### config.mk
export PLATFORM = sky130hd
export DESIGN_NAME = button_pulse_gen
export DESIGN_NICKNAME = d
export VERILOG_FILES = /design/src/rtl/button_pulse_gen.sv
export SDC_FILE = /design/constraint.sdc
export NUM_CORES = 1
export LEC_CHECK = 0
export CAP_MARGIN = 20
export CORE_MARGIN = 2
export CORE_UTILIZATION = 53
export DETAILED_ROUTE_END_ITERATION = 6
export GPL_TIMING_DRIVEN = 0
export PLACE_DENSITY = 0.85
export SETUP_SLACK_MARGIN = 0.05
export SYNTH_ARGS = -nofsm -noshare
export SYNTH_HDL_FRONTEND = slang
export SYNTH_SLANG_ARGS = --single-unit
### constraint.sdc
create_clock -name clk -period 1.8 [get_ports clk]
set_input_delay 0.54 -clock clk [delete_from_list [all_inputs] [get_ports clk]]
set_output_delay 0.54 -clock clk [all_outputs]
set_load 0.01 [all_outputs]
### src/rtl/button_pulse_gen.sv
// Multi-channel button conditioner: two-flop synchronizer, debouncer and a
// per-channel repeat FSM. Each channel gives a one-cycle pulse when it is
// pressed and, if enabled, further auto-repeat pulses while it is held.
module button_pulse_gen #(
  parameter int unsigned N_BTN         = 4,
  parameter int unsigned DB_CYCLES     = 4,
  parameter int unsigned REPEAT_DELAY  = 10,
  parameter int unsigned REPEAT_PERIOD = 5
) (
  input  logic             clk,
  input  logic             rst,
  input  logic [N_BTN-1:0] btn_raw,
  input  logic             repeat_en,
  output logic [N_BTN-1:0] pulse,
  output logic [N_BTN-1:0] level,
  output logic             any_pulse
);

  localparam int unsigned DbW    = (DB_CYCLES + 1 > 2) ? $clog2(DB_CYCLES + 1) : 1;
  localparam int unsigned RptMax = (REPEAT_DELAY > REPEAT_PERIOD) ? REPEAT_DELAY : REPEAT_PERIOD;
  localparam int unsigned RptW   = (RptMax > 1) ? $clog2(RptMax) : 1;

  localparam logic [DbW-1:0]  DbLast     = DbW'(DB_CYCLES - 1);
  localparam logic [RptW-1:0] DelayLast  = RptW'(REPEAT_DELAY - 1);
  localparam logic [RptW-1:0] PeriodLast = RptW'(REPEAT_PERIOD - 1);

  typedef enum logic [1:0] {
    StIdle,
    StHeld,
    StRepeat
  } rpt_state_e;

  logic [N_BTN-1:0] s1_q, s2_q;
  logic [N_BTN-1:0] level_q, level_d;
  logic [N_BTN-1:0] pulse_q, pulse_d;
  logic [N_BTN-1:0] rise, fall;
  logic [DbW-1:0]   db_cnt_q  [N_BTN];
  logic [DbW-1:0]   db_cnt_d  [N_BTN];
  logic [RptW-1:0]  rpt_cnt_q [N_BTN];
  logic [RptW-1:0]  rpt_cnt_d [N_BTN];
  rpt_state_e       state_q   [N_BTN];
  rpt_state_e       state_d   [N_BTN];

  // Synchronizer, debounce and output registers.
  always_ff @(posedge clk) begin
    if (rst) begin
      s1_q    <= '0;
      s2_q    <= '0;
      level_q <= '0;
      pulse_q <= '0;
      for (int i = 0; i < N_BTN; i++) begin
        db_cnt_q[i] <= '0;
      end
    end else begin
      s1_q    <= btn_raw;
      s2_q    <= s1_q;
      level_q <= level_d;
      pulse_q <= pulse_d;
      for (int i = 0; i < N_BTN; i++) begin
        db_cnt_q[i] <= db_cnt_d[i];
      end
    end
  end

  // Debounce: accept s2 only after it has differed from level for DB_CYCLES edges.
  always_comb begin
    for (int i = 0; i < N_BTN; i++) begin
      level_d[i]  = level_q[i];
      db_cnt_d[i] = '0;
      if (s2_q[i] == level_q[i]) begin
        db_cnt_d[i] = '0;
      end else if (db_cnt_q[i] == DbLast) begin
        level_d[i]  = s2_q[i];
        db_cnt_d[i] = '0;
      end else begin
        db_cnt_d[i] = db_cnt_q[i] + DbW'(1);
      end
    end
  end

  // Edges of the debounced level as they are being registered this cycle.
  always_comb begin
    rise = level_d & ~level_q;
    fall = level_q & ~level_d;
  end

  // Repeat FSM state register.
  always_ff @(posedge clk) begin
    if (rst) begin
      for (int i = 0; i < N_BTN; i++) begin
        state_q[i]   <= StIdle;
        rpt_cnt_q[i] <= '0;
      end
    end else begin
      for (int i = 0; i < N_BTN; i++) begin
        state_q[i]   <= state_d[i];
        rpt_cnt_q[i] <= rpt_cnt_d[i];
      end
    end
  end

  // Repeat FSM next state and counter; a falling level overrides everything.
  always_comb begin
    for (int i = 0; i < N_BTN; i++) begin
      state_d[i]   = state_q[i];
      rpt_cnt_d[i] = rpt_cnt_q[i];
      unique case (state_q[i])
        StIdle: begin
          rpt_cnt_d[i] = '0;
          if (rise[i]) begin
            state_d[i] = StHeld;
          end
        end
        StHeld: begin
          if (fall[i]) begin
            state_d[i]   = StIdle;
            rpt_cnt_d[i] = '0;
          end else if (!repeat_en) begin
            rpt_cnt_d[i] = '0;
          end else if (rpt_cnt_q[i] == DelayLast) begin
            state_d[i]   = StRepeat;
            rpt_cnt_d[i] = '0;
          end else begin
            rpt_cnt_d[i] = rpt_cnt_q[i] + RptW'(1);
          end
        end
        StRepeat: begin
          if (fall[i]) begin
            state_d[i]   = StIdle;
            rpt_cnt_d[i] = '0;
          end else if (!repeat_en) begin
            state_d[i]   = StHeld;
            rpt_cnt_d[i] = '0;
          end else if (rpt_cnt_q[i] == PeriodLast) begin
            rpt_cnt_d[i] = '0;
          end else begin
            rpt_cnt_d[i] = rpt_cnt_q[i] + RptW'(1);
          end
        end
        default: begin
          state_d[i]   = StIdle;
          rpt_cnt_d[i] = '0;
        end
      endcase
    end
  end

  // Pulse decode: press pulse from IDLE, repeat pulses at the counter limit.
  always_comb begin
    for (int i = 0; i < N_BTN; i++) begin
      pulse_d[i] = 1'b0;
      unique case (state_q[i])
        StIdle:   pulse_d[i] = rise[i];
        StHeld:   pulse_d[i] = !fall[i] && repeat_en && (rpt_cnt_q[i] == DelayLast);
        StRepeat: pulse_d[i] = !fall[i] && repeat_en && (rpt_cnt_q[i] == PeriodLast);
        default:  pulse_d[i] = 1'b0;
      endcase
    end
  end

  assign pulse     = pulse_q;
  assign level     = level_q;
  assign any_pulse = |pulse_q;

endmodule

## Word-level counts from Yosys, hierarchy flattened

Memories as Yosys holds them, arrays and structs flattened.
Cells that the tools add are included.

| storage, ports and cells | value |
|---|---|
| register bits | 16 |
| memory bits (writable) | 36 |
| output and inout bits | 9 |
| logic and storage cells | 167 |
| memories | 3 |

Memories:

| name | depth | width | read ports | clocked after memory_dff | write ports | RTL line | source |
|---|---|---|---|---|---|---|---|
| rpt_cnt_q | 4 | 4 | 4 | 0 | 4 | 39 | `logic [RptW-1:0] rpt_cnt_q [N_BTN];` |
| db_cnt_q | 4 | 3 | 4 | 0 | 4 | 37 | `logic [DbW-1:0] db_cnt_q [N_BTN];` |
| state_q | 4 | 2 | 4 | 0 | 4 | 41 | `rpt_state_e state_q [N_BTN];` |

| operators by class | value |
|---|---|
| add/sub/neg operators | 8 |
| equal/unequal tests | 24 |
| mux-type cells | 91 |
| bitwise gates (word level) | 16 |
| reduce and logical (&&, ||, !) cells | 21 |

Operators by type and width:

| operator | count |
|---|---|
| 4-bit 2-to-1 mux | 28 |
| 2-bit 2-to-1 mux | 28 |
| 3-bit 2-to-1 mux | 12 |
| 4-bit one-hot mux with 2 select lines | 4 |
| 2-bit one-hot mux with 3 select lines | 4 |
| 4-bit by 1-bit adder with 4-bit output (second input constant) | 4 |
| 4-bit by 3-bit == test with 1-bit output (second input constant) | 4 |
| 4-bit == test (second input constant) | 4 |
| 3-bit by 1-bit adder with 3-bit output (second input constant) | 4 |
| 3-bit by 2-bit == test with 1-bit output (second input constant) | 4 |
| 1-bit logical AND | 12 |
| 1-bit OR | 12 |
| 1-bit one-hot mux with 3 select lines | 4 |
| 1-bit 2-to-1 mux | 11 |
| 4-bit AND | 2 |
| 2-bit by 1-bit == test with 1-bit output (second input constant) | 4 |
| 2-bit == test (second input constant) | 4 |
| 2-bit logical NOT | 4 |
| 4-bit inverter | 2 |
| 1-bit == test | 4 |
| 1-bit logical NOT | 4 |
| 4-bit OR reduction | 1 |

## Longest topological paths before layout

Gate-level depths: netlist (run 1).

| depth | value |
|---|---|
| depth in word-level cells | 9 |
| mapped depth | 6 |
| depth with buffers taken out | 6 |

## Worst setup path before layout (run 1)

OpenSTA, ideal clock, no wires.

| timing | value |
|---|---|
| path type | reg-to-reg |
| start point | memory state_q[2][0] in the netlist's numbering |
| end point | memory state_q[2][0] in the netlist's numbering |
| library setup time | 0.121 ns |
| arrival | 1.573 ns |
| data required time | 1.679 ns |
| setup slack | 0.106 ns |
| stages on the path, launching flop included | 7 |
| path buffers | 0 |
| period minus slack after synthesis | 1.694 ns |
| path through | dfxtp_1 inv_1 ha_1 and4bb_1 nand2_1 a32oi_1 mux2_2 |

RTL lines:

| element | RTL line |
|---|---|
| start, declared | 41 |

## Final worst setup path (run 1)

| timing | value |
|---|---|
| start point | register pulse_q[3] (netlist: pulse[3]) |
| end point | output any_pulse |

| between the ends | value |
|---|---|
| cells in the longest elaborated chain, start to end | 1 |

RTL lines:

| element | RTL line | source |
|---|---|---|
| start, declared | 35 | `logic [N_BTN-1:0] pulse_q, pulse_d;` |
| start signal, assigned | 58 | `pulse_q <= pulse_d;` |
| 4-bit OR reduction | 163 | `assign any_pulse = \|pulse_q;` |
| end, declared | 16 | `output logic any_pulse` |

No other way between the ends.

==> out/qor.yml, run 1 <==
placement:
  gp_congestion: 0.812
  hpwl_um: 3430
  placed_area_sq_um: 2910
  port_buffers: 15
  dpl_worst_slack_ns: -0.407
critical_path:
  worst-path-buf-inv: 1
  rr_startpoint: "db_cnt_q[1][0]"
  path_class: "reg -> out"
  cp.arrival_ns: 1.29
  crit_path_max_incr_delay_ns: 0.50
  rr_endpoint: "state_q[1][0]"
  crit_path_max_fanout: 2
  required_ns: 1.26
  cp-end-kind: "output port"
  crit_chain: "or4_1 > buf_2"
  critPathTopFamily: "simple AND/OR/NAND/NOR gates"
  rrSetupSlack_ns: 0.14
  startpoint_type: "flip-flop"
  r2r_cells: 7
  worst_path_max_delay_cell: "or4_1"
timing:
  drv_slew: 0
  final.setup.tns_ns: -0.0267
  layout_min_cycle_time_ns: 1.83
  finalHoldViolations: 0
  fmax_mhz: 547
  rsz0062_at_grt: "yes"
  setup_violations: 1
  min_period_over_period: 1.01
  relSlewSlack: 0.624
  tightest_slew_ns: 0.564
  fin_ws_ns: -0.0267
  fin_skew_ns: 0.0121
floorplanning:
  die_area_sq_um: 5640
  fp-row-count: 25
  die_w_um: 75.1
  die_h_um: 75.1
  core-area_sq_um: 4790
  initial_core_util: 0.559
  io_pins: 16
detailed_routing:
  vias: 2053
  ant_nets: 0
  wl_per_cell_um: 13.0
  viasPerCell: 5.26
  first_pass_iters: 4
  initialDrtViolationCount: 104
  wl_um: 5070
  route.detailed.drc: 0
layout:
  antenna_cells: 0
  syn_to_final_growth_pct: 18.4
  design_area_sq_um: 3170
  nets: 365
  post-route-util: 0.662
  drive_gt1_frac: 0.158
cts:
  clockBufferDepth: 2
  cts.sinks: 52
  cts_buffers: 5
  cts_tree: "built"
  clk_latency_ns: 0.31
  ctsHtreeMaxLevel: 2
  cts_root_buffer: "clkbuf_8"
  cts.clk_slew.worst_paths_ns: 0.10
flow_run:
  cap_violations: 0
hold_path:
  hold_depth: 1
  hold-path-endpoint: "db_cnt_q[3][0]"
  hold_path_class: "reg -> reg"
  min_from: "db_cnt_q[3][0]"
synth:
  synth_seq_cells: 52
  synth_cell_types: 42
  synth_edf_count: 0
  yosysSeqAreaShare: 0.389
  async_flop_share: 0
  synthFlopType: "dfxtp_1"
  yosys_warnings: 0
  yosys.area.top_type: "dfxtp_1"
  avgSynthCellArea_sq_um: 9.20
  syn-num-nets: 334
  synthCells: 291
  syn_area_sq_um: 2680
  synth_top_area_share: 0.389
  synth.area.top_cells: "dfxtp_1 39%, ha_1 17%, nor2_1 5.6%"
global_routing:
  grt_pass1_vias: 1946
  grt_pass1_wl_um: 8110
  grt-ovfl-total: 0
  grt_usage: 0.187
  antenna_found_initial: 0
  grt_max_degree: 18
power:
  leakagePower_nw: 1.25
  ir_worst_vdd_mv: 0.518
  power.total_mw: 2.24
  p_per_area_nw_per_um2: 705
status:
  failed_checks: "setup timing"
  status: "finished, violations left"
registers in the layout, summed over array words and instances, names as in the netlist:
name       count
state_q        8
db_cnt_q      12
pulse          4
s1_q           4
level          4
s2_q           4
rpt_cnt_q     16
final cells by class:
type | count | area, sq um
multi-input combinational | 201 | 1560
sequential | 52 | 1050
fill | 367 | 1620
buffer | 5 | 32.5
tap | 67 | 83.8
clock inverter | 3 | 46.3
inverter | 33 | 124
clock buffer | 5 | 68.8
timing repair buffer | 24 | 209
logic make-up after synthesis:
family | count (synthesis) | share of synthesized area
xor+xnor | 11 | 0.0360
fa+ha+maj | 36 | 0.168
buf+inv | 38 | 0.0575
simple gates | 109 | 0.223
flops | 52 | 0.389
mux | 9 | 0.0355
compound gates | 36 | 0.0907
power breakdown:
| part | total, mW | internal, mW | switching (mW) |
|---|---|---|---|
| registers | 1.19 | 1.17 | 0.0143 |
| logic | 0.221 | 0.106 | 0.115 |
| clock network | 0.827 | 0.419 | 0.408 |
| total | 2.24 | 1.70 | 0.537 |
what timing repair did:
item	4_1_cts	5_1_grt
gates resized for setup	20	15
hold buffers	0	0
setup buffers	2	7
setup endpoints to repair	17	18
pin swaps	4	7
worst max-delay path by stage:
stage	start	slack, ns	to	cells after the start
after global routing	pulse[0]	-0.07	any_pulse	2
after detailed placement	repeat_en	-0.41	state_q[1][0]	6
after global placement	repeat_en	-0.38	state_q[0][0]	5
final	pulse[3]	-0.03	any_pulse	2
after CTS	pulse[2]	-0.02	any_pulse	2
after floorplan	state_q[2][0]	0.11	state_q[2][0]	6
placed cells by master, fill, tap and decap left out, types with 2 or more instances in the layout:
cell type and n:
a211o_1 2, o21ai_0 4, nand2_1 8, xor2_1 2, or4_4 2, xnor2_1 9
clkbuf_2 2, dlygate4sd2_1 5, nor2b_1 11, nand2b_1 5, nand4b_1 4, or3_1 3
a21o_1 4, a21oi_1 12, nor3_1 8, ha_1 31, dfxtp_2 7, buf_4 10
mux2_2 4, mux2i_1 5, nand3b_1 10, clkbuf_8 5, inv_1 32, ha_2 4
a41oi_1 2, clkdlybuf4s50_1 8, nor2_1 40, dfxtp_1 45, nand3_1 10
synth_stat cells, drive strengths merged, types with 2 or more instances:
master,number
nand3b,10
buf,2
dfxtp,52
clkbuf,3
a32oi,2
o21ai,4
nor2b,11
nand4b,4
nand2,8
mux2,4
nand2b,5
nor3,8
nor2,40
a41oi,2
a211o,2
a31oi,2
a21o,4
or4,3
nand3,11
xnor2,9
mux2i,5
and4bb,2
or3,4
xor2,2
ha,36
inv,33
a21oi,13
metrics by stage:
step | hold slack (ns) | std cells
after floorplan | 0.399 | 291
after global placement | 0.408 | 373
after detailed placement | 0.413 | 373
after CTS | 0.428 | 383
after global routing | 0.447 | 390
final | 0.423 | 390
routing by layer:
metal,global-route usage,wire [um],part of all wire,up-vias
met4,0.0774,68,0.013,0
met5,0,0,0,-
met3,0.0402,200,0.039,8
met1,0.213,2230,0.44,962
met2,0.337,2570,0.51,42
li1,-,-,-,1041
No activity file was read; power rests on OpenSTA's default activity.
==> run 2, diff against run 1 <==
--- a/config.mk
+++ b/config.mk
@@ -8,8 +8,10 @@
 export CAP_MARGIN = 20
 export CORE_MARGIN = 2
 export CORE_UTILIZATION = 53
+export CTS_CLUSTER_DIAMETER = 30
 export DETAILED_ROUTE_END_ITERATION = 6
 export GPL_TIMING_DRIVEN = 0
+export HOLD_SLACK_MARGIN = 0.08
 export PLACE_DENSITY = 0.85
 export SETUP_SLACK_MARGIN = 0.05
 export SYNTH_ARGS = -nofsm -noshare
==> results of run 2 <==
No change in the layout: final DEF, timing and power equal those of run 1.
